<file path="config.mk">
export PLATFORM = sky130hd
export DESIGN_NAME = branch_sequencer
export DESIGN_NICKNAME = d
export VERILOG_FILES = /design/src/rtl/branch_sequencer_pkg.sv /design/src/rtl/branch_sequencer_con_eval.sv /design/src/rtl/branch_sequencer.sv
export SDC_FILE = /design/constraint.sdc
export NUM_CORES = 1
export LEC_CHECK = 0
export CAP_MARGIN = 20
export CORE_ASPECT_RATIO = 1.25
export CORE_MARGIN = 2
export CORE_UTILIZATION = 28
export CTS_BUF_LIST = sky130_fd_sc_hd__clkbuf_16
export DETAILED_ROUTE_END_ITERATION = 10
export PLACE_DENSITY = 0.8
export RECOVER_POWER = 25
export SLEW_MARGIN = 5
export SYNTH_ARGS = -nofsm -noshare
export SYNTH_HDL_FRONTEND = slang
export SYNTH_SLANG_ARGS = --single-unit
</file>
<file path="constraint.sdc">
create_clock -name Clock -period 1.7 [get_ports Clock]
set_input_delay 0.255 -clock Clock [delete_from_list [all_inputs] [get_ports Clock]]
set_output_delay 0.255 -clock Clock [all_outputs]
set_load 0.02 [all_outputs]
</file>
<file path="src/rtl/branch_sequencer_pkg.sv">
// Shared types and constants for the conditional-branch control sequencer.
package branch_sequencer_pkg;

  typedef enum logic [3:0] {
    S_IDLE,
    S_T0,
    S_T1,
    S_T2,
    S_T3,
    S_T4,
    S_T5,
    S_T6,
    S_T7,
    S_DONE
  } state_t;

  // C2 field: branch condition select
  localparam logic [1:0] C2_EQZ = 2'b00;
  localparam logic [1:0] C2_NEZ = 2'b01;
  localparam logic [1:0] C2_PL  = 2'b10;
  localparam logic [1:0] C2_MI  = 2'b11;

  localparam logic [4:0] ALU_NOP = 5'b00000;
  localparam logic [4:0] ALU_ADD = 5'b00011;

  localparam logic [4:0] BR_OPCODE_DEF = 5'b10010;
  localparam logic [4:0] ADD_OP_DEF    = ALU_ADD;

  // Instruction field positions
  localparam int OPC_MSB = 31;
  localparam int OPC_LSB = 27;
  localparam int C2_MSB  = 20;
  localparam int C2_LSB  = 19;

endpackage

</file>
<file path="src/rtl/branch_sequencer_con_eval.sv">
// Branch condition evaluator: tests the bus value against the C2-selected condition.
module con_eval
  import branch_sequencer_pkg::*;
#(
  parameter int DATA_W = 32
) (
  input  logic [DATA_W-1:0] bus_data,
  input  logic [1:0]        C2,
  output logic              cond
);

  always_comb begin
    cond = 1'b0;
    case (C2)
      C2_EQZ:  cond = (bus_data == '0);
      C2_NEZ:  cond = (bus_data != '0);
      C2_PL:   cond = ~bus_data[DATA_W-1];
      C2_MI:   cond = bus_data[DATA_W-1];
      default: cond = 1'b0;
    endcase
  end

endmodule

</file>
<file path="src/rtl/branch_sequencer.sv">
// Control sequencer for the conditional-branch family: fetch, memory wait with
// timeout, condition latch and PC+C update, all strobes decoded from state.
module branch_sequencer
  import branch_sequencer_pkg::*;
#(
  parameter int         DATA_W    = 32,
  parameter logic [4:0] BR_OPCODE = BR_OPCODE_DEF,
  parameter logic [4:0] ADD_OP    = ADD_OP_DEF,
  parameter int         WAIT_MAX  = 15
) (
  input  logic              Clock,
  input  logic              Reset_n,
  input  logic              Start,
  input  logic [DATA_W-1:0] IR,
  input  logic [DATA_W-1:0] bus_data,
  input  logic              Mem_ready,
  output logic              PCout,
  output logic              PCin,
  output logic              MARin,
  output logic              MDRin,
  output logic              MDRout,
  output logic              IRin,
  output logic              IncPC,
  output logic              Read,
  output logic              Yin,
  output logic              Zin,
  output logic              Zlowout,
  output logic              Cout,
  output logic              Rout,
  output logic              GRA,
  output logic              CON_in,
  output logic [4:0]        operation,
  output logic              Branch_taken,
  output logic              Done,
  output logic              Illegal,
  output logic              Bus_error
);

  localparam int              WAIT_W    = $clog2(WAIT_MAX + 1);
  localparam logic [WAIT_W-1:0] WAIT_LAST = WAIT_W'(WAIT_MAX - 1);

  state_t            r_state;
  state_t            w_next;
  logic [WAIT_W-1:0] r_wait;
  logic              r_branch_taken;
  logic              r_illegal;
  logic              r_bus_error;
  logic              w_cond;
  logic              w_opc_ok;
  logic              w_timeout;
  logic              w_unused_ir;

  con_eval #(
    .DATA_W(DATA_W)
  ) u_con_eval (
    .bus_data(bus_data),
    .C2      (IR[C2_MSB:C2_LSB]),
    .cond    (w_cond)
  );

  assign w_opc_ok    = (IR[OPC_MSB:OPC_LSB] == BR_OPCODE);
  assign w_timeout   = (r_state == S_T2) && !Mem_ready && (r_wait == WAIT_LAST);
  assign w_unused_ir = ^IR;

  always_ff @(posedge Clock or negedge Reset_n) begin
    if (!Reset_n) begin
      r_state <= S_IDLE;
    end else begin
      r_state <= w_next;
    end
  end

  always_comb begin
    w_next = r_state;
    case (r_state)
      S_IDLE:  if (Start) w_next = S_T0;
      S_T0:    w_next = S_T1;
      S_T1:    w_next = S_T2;
      S_T2: begin
        if (Mem_ready)      w_next = S_T3;
        else if (w_timeout) w_next = S_IDLE;
      end
      S_T3:    w_next = S_T4;
      S_T4:    w_next = w_opc_ok ? S_T5 : S_DONE;
      S_T5:    w_next = S_T6;
      S_T6:    w_next = S_T7;
      S_T7:    w_next = S_DONE;
      S_DONE:  w_next = Start ? S_T0 : S_IDLE;
      default: w_next = S_IDLE;
    endcase
  end

  // Wait counter is held at zero outside T2, so every T2 entry starts from 0.
  always_ff @(posedge Clock or negedge Reset_n) begin
    if (!Reset_n) begin
      r_wait         <= '0;
      r_branch_taken <= 1'b0;
      r_illegal      <= 1'b0;
      r_bus_error    <= 1'b0;
    end else begin
      r_bus_error <= w_timeout;
      if ((r_state == S_T2) && !Mem_ready) begin
        r_wait <= r_wait + 1'b1;
      end else begin
        r_wait <= '0;
      end
      if (r_state == S_T0) begin
        r_branch_taken <= 1'b0;
        r_illegal      <= 1'b0;
      end else if (r_state == S_T4) begin
        if (w_opc_ok) r_branch_taken <= w_cond;
        else          r_illegal      <= 1'b1;
      end
    end
  end

  always_comb begin
    PCout     = 1'b0;
    PCin      = 1'b0;
    MARin     = 1'b0;
    MDRin     = 1'b0;
    MDRout    = 1'b0;
    IRin      = 1'b0;
    IncPC     = 1'b0;
    Read      = 1'b0;
    Yin       = 1'b0;
    Zin       = 1'b0;
    Zlowout   = 1'b0;
    Cout      = 1'b0;
    Rout      = 1'b0;
    GRA       = 1'b0;
    CON_in    = 1'b0;
    operation = ALU_NOP;
    Done      = 1'b0;
    Illegal   = 1'b0;
    case (r_state)
      S_T0: begin
        PCout = 1'b1;
        MARin = 1'b1;
        IncPC = 1'b1;
        Zin   = 1'b1;
      end
      S_T1: begin
        Zlowout = 1'b1;
        PCin    = 1'b1;
      end
      S_T2: begin
        Read  = 1'b1;
        MDRin = 1'b1;
      end
      S_T3: begin
        MDRout = 1'b1;
        IRin   = 1'b1;
      end
      S_T4: begin
        Rout   = 1'b1;
        GRA    = 1'b1;
        CON_in = 1'b1;
      end
      S_T5: begin
        PCout = 1'b1;
        Yin   = 1'b1;
      end
      S_T6: begin
        Cout      = 1'b1;
        Zin       = 1'b1;
        operation = ADD_OP;
      end
      S_T7: begin
        Zlowout = r_branch_taken;
        PCin    = r_branch_taken;
      end
      S_DONE: begin
        Done    = 1'b1;
        Illegal = r_illegal;
      end
      default: ;
    endcase
  end

  assign Branch_taken = r_branch_taken;
  assign Bus_error    = r_bus_error;

endmodule

</file>
# Word level (Yosys, flattened, before mapping)
# Cells that the tools add are included.
[totals]
wordCells = 64
out_inout_bits = 24
regBits = 11
[classes]
eq_ne = 17
bitwise_logic = 1
mux = 26
n_addsub = 1
reduce_logical = 14
[op_table]
columns = ["operator", "n"]
rows = [
  ["$pmux 4 s10", 1],
  ["$logic_not 32->1", 1],
  ["$reduce_bool 32->1", 1],
  ["$mux 4", 5],
  ["$mux 1", 17],
  ["$eq 4x3->1 const B", 4],
  ["$eq 4x4->1 const B", 3],
  ["$eq 4x2->1 const B", 2],
  ["$reduce_and 2->1", 3],
  ["$eq 5x5->1 const B", 1],
  ["$add 4x1->4 const B", 1],
  ["$eq 2x2->1 const B", 2],
  ["$eq 4x1->1 const B", 1],
  ["$logic_not 4->1", 1],
  ["$pmux 1 s4", 1],
  ["$reduce_bool 2->1", 2],
  ["$reduce_or 2->1", 2],
  ["$ne 3x3->1 const B", 1],
  ["$eq 2x1->1 const B", 1],
  ["$logic_and 1x1->1", 2],
  ["$logic_not 2->1", 1],
  ["$mux 2", 1],
  ["$ne 2x1->1 const B", 1],
  ["$ne 2x2->1 const B", 1],
  ["other kinds (3)", 3],
]

# Longest topological paths before layout
[logic_depth]
ltp_word = 6
mapped_depth = 7
ltp_nobuf = 5

# Modules after synthesis
# A second synthesis with hierarchy kept.
[unflattened]
hier_cells = 104
hier_area_um2 = 850.8
[modules_own_cells]
columns = ["module", "area_each_um2", "seq_area_each_um2", "n_inst", "cells_per_inst"]
rows = [
  ["branch_sequencer", 755.7, 275.3, 1, 89],
  ["con_eval", 95.1, 0.0, 1, 15],
]

# Worst setup path before layout
# Ideal clock, no wire load.
[synth_path]
kind = "flip-flop to output port"
start = "register r_state[1]"
end = "output Zlowout"
t_arrival_ns = 1.632
stages_incl_launch_ff = 6
path_buffers = 2
required_time_ns = 1.445
setup_slack_ns = -0.187
cell_sequence = "dfrtp_1 buf_6 inv_1 mux2_2 nor3_1 buf_4"
[synth_between]
elab_chain_len = 2
elab_cells_between_ends = 3
cone_classes = "2 x eq/ne; 1 x mux"
[synth_lines]
columns = ["item", "line", "text"]
rows = [
  ["start: declaration", "branch_sequencer.sv:42", "state_t r_state;"],
  ["start signal: assignment", "branch_sequencer.sv:69", "r_state <= w_next;"],
  ["$eq 4x4->1 or $eq 4x2->1 (tied branches)", "n/a", ""],
  ["$pmux 1 s2 (*)", "n/a", ""],
  ["end: declaration", "branch_sequencer.sv:27", "output logic Zlowout,"],
]
# Every way passes the cells marked *; elsewhere a longest branch is shown, timed or not.

# Worst setup path in the final report
[layout_path]
start = "register r_state[1]"
end = "output Zin"
[layout_between]
elab_chain_len = 3
elab_cells_between_ends = 4
cone_classes = "2 x eq/ne; 1 x mux; 1 x reduce/logical"
[layout_lines]
columns = ["item", "line", "text"]
rows = [
  ["$eq 4x1->1 or $eq 4x3->1 (tied branches)", "branch_sequencer.sv:136", "case (r_state)"],
  ["$reduce_or 2->1 (no line) (*)", "n/a", ""],
  ["$mux 1 (*)", "branch_sequencer.sv:136", ""],
  ["end: declaration", "branch_sequencer.sv:26", "output logic Zin,"],
]
# Marks and branches as above.

==> results.yml <==
outcome:
  outcome: "completed"
clocking:
  ctsRootBufferMaster: "clkbuf_16"
  clock_sinks: 11
  clk_path_buf_depth: 2
  clk_latency_ns: 0.24
  numCtsBuffers: 3
  path_clk_slew_ns: 0.04
  cts_tree: "built"
  h-tree-depth: 1
die:
  core_sq_um: 2950
  die_area_sq_um: 3540
  io_pins: 92
  fp.dieW_um: 53.6
  rows: 22
  initial_core_util: 0.292
  die_h_um: 66.0
power:
  p_total_mw: 2.17
  leakage_nw: 0.735
  power_density_nw_per_um2: 1330
  ir_worst_vdd_v: 0.000919
detailed_routing:
  drt_iter0_drc: 25
  vias_per_cell: 4.90
  postRouteAntennaNets: 0
  drc: 0
  wirelength_mm: 2.87
  vias: 1033
  first_pass_iters: 4
  wl_per_cell_um: 13.6
global_routing:
  grt-ovfl-total: 0
  antenna_found_initial: 0
  grt_pass1_vias: 1086
  grt_util_all_layers: 0.172
  grt_max_degree: 12
  grt_pass1_wl_mm: 4.43
logic_synthesis:
  ys_seq_area_frac: 0.320
  avgSynthCellArea_sq_um: 8.61
  ys_types: 36
  synth_seq_cells: 11
  syn_area_sq_um: 861
  yosysWarnings: 0
  synth_cells: 100
  synth-edff-count: 0
  async_flop_share: 1.00
  synthFlopType: "dfrtp_1"
timing:
  setup_violations: 0
  worstMarginPinSlew_ns: 0.532
  fin_crit_sh: 0.997
  period_minus_slack_ns: 1.70
  rsz0062_at_grt: "yes"
  final.setup_skew_ns: 0.00383
  relSlewSlack: 0.644
  hold_viol_final: 0
  fmax_mhz: 590
  slew_viol_final: 0
layout:
  final_common_cell: "clkdlybuf4s50_1"
  num-fill-cells: 271
  final_net_count: 246
  antenna_cells: 0
  drive_gt1_frac: 0.331
  areaGrowthSynthToFinish_pct: 89.0
  final_cell_mix: "43 x clkdlybuf4s50_1, 28 x buf_4, 9 x nor2_1"
  fin_cells: 211
job:
  cap_violations: 0
min_path:
  hold_class: "in2async"
setup_path:
  worstPathCellList: "nand2b_4 -> or3_4 -> o21ai_1 -> buf_4"
  crit_fanout: 4
  endpoint_kind: "output pin"
  crit_slowest_cell: "dfrtp_2"
  worstPathArrival_ns: 1.44
  path_class: "reg2out"
  required_ns: 1.44
  critical-path-max-stage-delay_ns: 0.44
  start_kind: "flop"
place:
  dp_hpwl_mm: 2.28
  place_congestion: 0.758
  dp_cells: 205
  numPortBuffers: 63
-- where the power goes --
| group | leakage (nW) | switching, mW | total [mW] | internal (mW) |
|---|---|---|---|---|
| clock network | 0.0423 | 0.115 | 0.424 | 0.309 |
| registers | 0.144 | 0.0804 | 0.408 | 0.328 |
| logic | 0.549 | 0.697 | 1.34 | 0.641 |
| total | 0.735 | 0.893 | 2.17 | 1.28 |
-- kinds of logic (layout without fill, tap and decap cells) --
| family | after synthesis | in the layout | synth area share |
|---|---|---|---|
| fa+ha+maj | 2 | 2 | 0.0291 |
| flops | 11 | 11 | 0.320 |
| xor+xnor | 2 | 2 | 0.0204 |
| simple gates | 47 | 47 | 0.328 |
| mux | 1 | 1 | 0.0131 |
| buf+inv | 21 | 94 | 0.170 |
| compound gates | 15 | 15 | 0.115 |
| other cells | 1 | 3 | 0.00436 |
-- what timing repair did --
item,in CTS,in global routing
setup buffers,1,1
endpoints found under the setup margin,19,19
resized for setup,67,26
hold buffers,0,0
-- metal layers --
metal,vias to the layer above,wire length [um],global-route usage
li1,488,-,-
met1,465,942,0.157
met2,70,1580,0.327
met3,10,264,0.0498
met5,-,0,0
met4,0,86,0.0897
-- per-stage QoR --
step | area (sq um) | worst slack [ns] | setup TNS, ns | hold slack, ns | util
after floorplan | 878 | -0.0548 | -0.0548 | -0.0406 | -
after global placement | 1570 | -0.161 | -1.68 | 0.472 | 0.534
after detailed placement | 1570 | -0.203 | -2.70 | 0.488 | 0.534
after CTS | 1630 | -0.159 | -0.167 | 0.382 | 0.552
after global routing | 1630 | -0.0435 | -0.194 | 0.485 | 0.552
final | 1630 | 0.00441 | 0 | 0.437 | 0.552
-- flip-flops by register name, indices dropped and copies added, names as in the netlist --
signal / cells
r_wait: 4
Bus_error: 1
r_illegal: 1
r_state: 4
Branch_taken: 1
-- cell type report --
| type | instances | area, sq um | share of cell area |
|---|---|---|---|
| clock buffers | 3 | 75.1 | 0.0462 |
| clock inverters | 1 | 3.75 | 0.00231 |
| repair buffers | 84 | 727 | 0.447 |
| inverters | 6 | 22.5 | 0.0138 |
| multi-input cells | 70 | 474 | 0.292 |
| flip-flops and latches | 11 | 279 | 0.172 |
| well taps | 36 | 45.0 | 0.0277 |
-- worst max-delay path: cells and delay by family (launching register included) --
family	cells	cell delay, ns
AOI/OAI and AO/OA	1	0.09
and+or+nand+nor	2	0.51
DFF	1	0.44
buffers and inverters	1	0.16
-- synth_stat cells (2+ instances only) --
cell / instances / area, sq um
nand2b_4: 2 / 27.5
buf_6: 3 / 33.8
nor4_1: 7 / 43.8
dfrtp_1: 11 / 275
o21ai_0: 4 / 20.0
nor2_1: 12 / 45.0
inv_1: 6 / 22.5
ha_1: 2 / 25.0
a21oi_1: 3 / 15.0
nand3_1: 3 / 15.0
buf_4: 12 / 90.1
nand2_1: 6 / 22.5
nor3_1: 5 / 25.0
nand2b_1: 2 / 12.5
-- path summary, 6_finish.rpt --
kind,start,to,slack [ns],cells after the start
worst max-delay path,r_state[1],Zin,0.004,4
max in group asynchronous,Reset_n,r_state[3],0.88,1
worst min-delay path,Reset_n,Bus_error,0.44,1
worst max register to register,r_state[1],Branch_taken,0.07,8
min in group Clock,r_wait[0],r_wait[0],0.49,1
worst min register to register,r_wait[0],r_wait[0],0.49,1
Power figures use the tool's default switching activity.
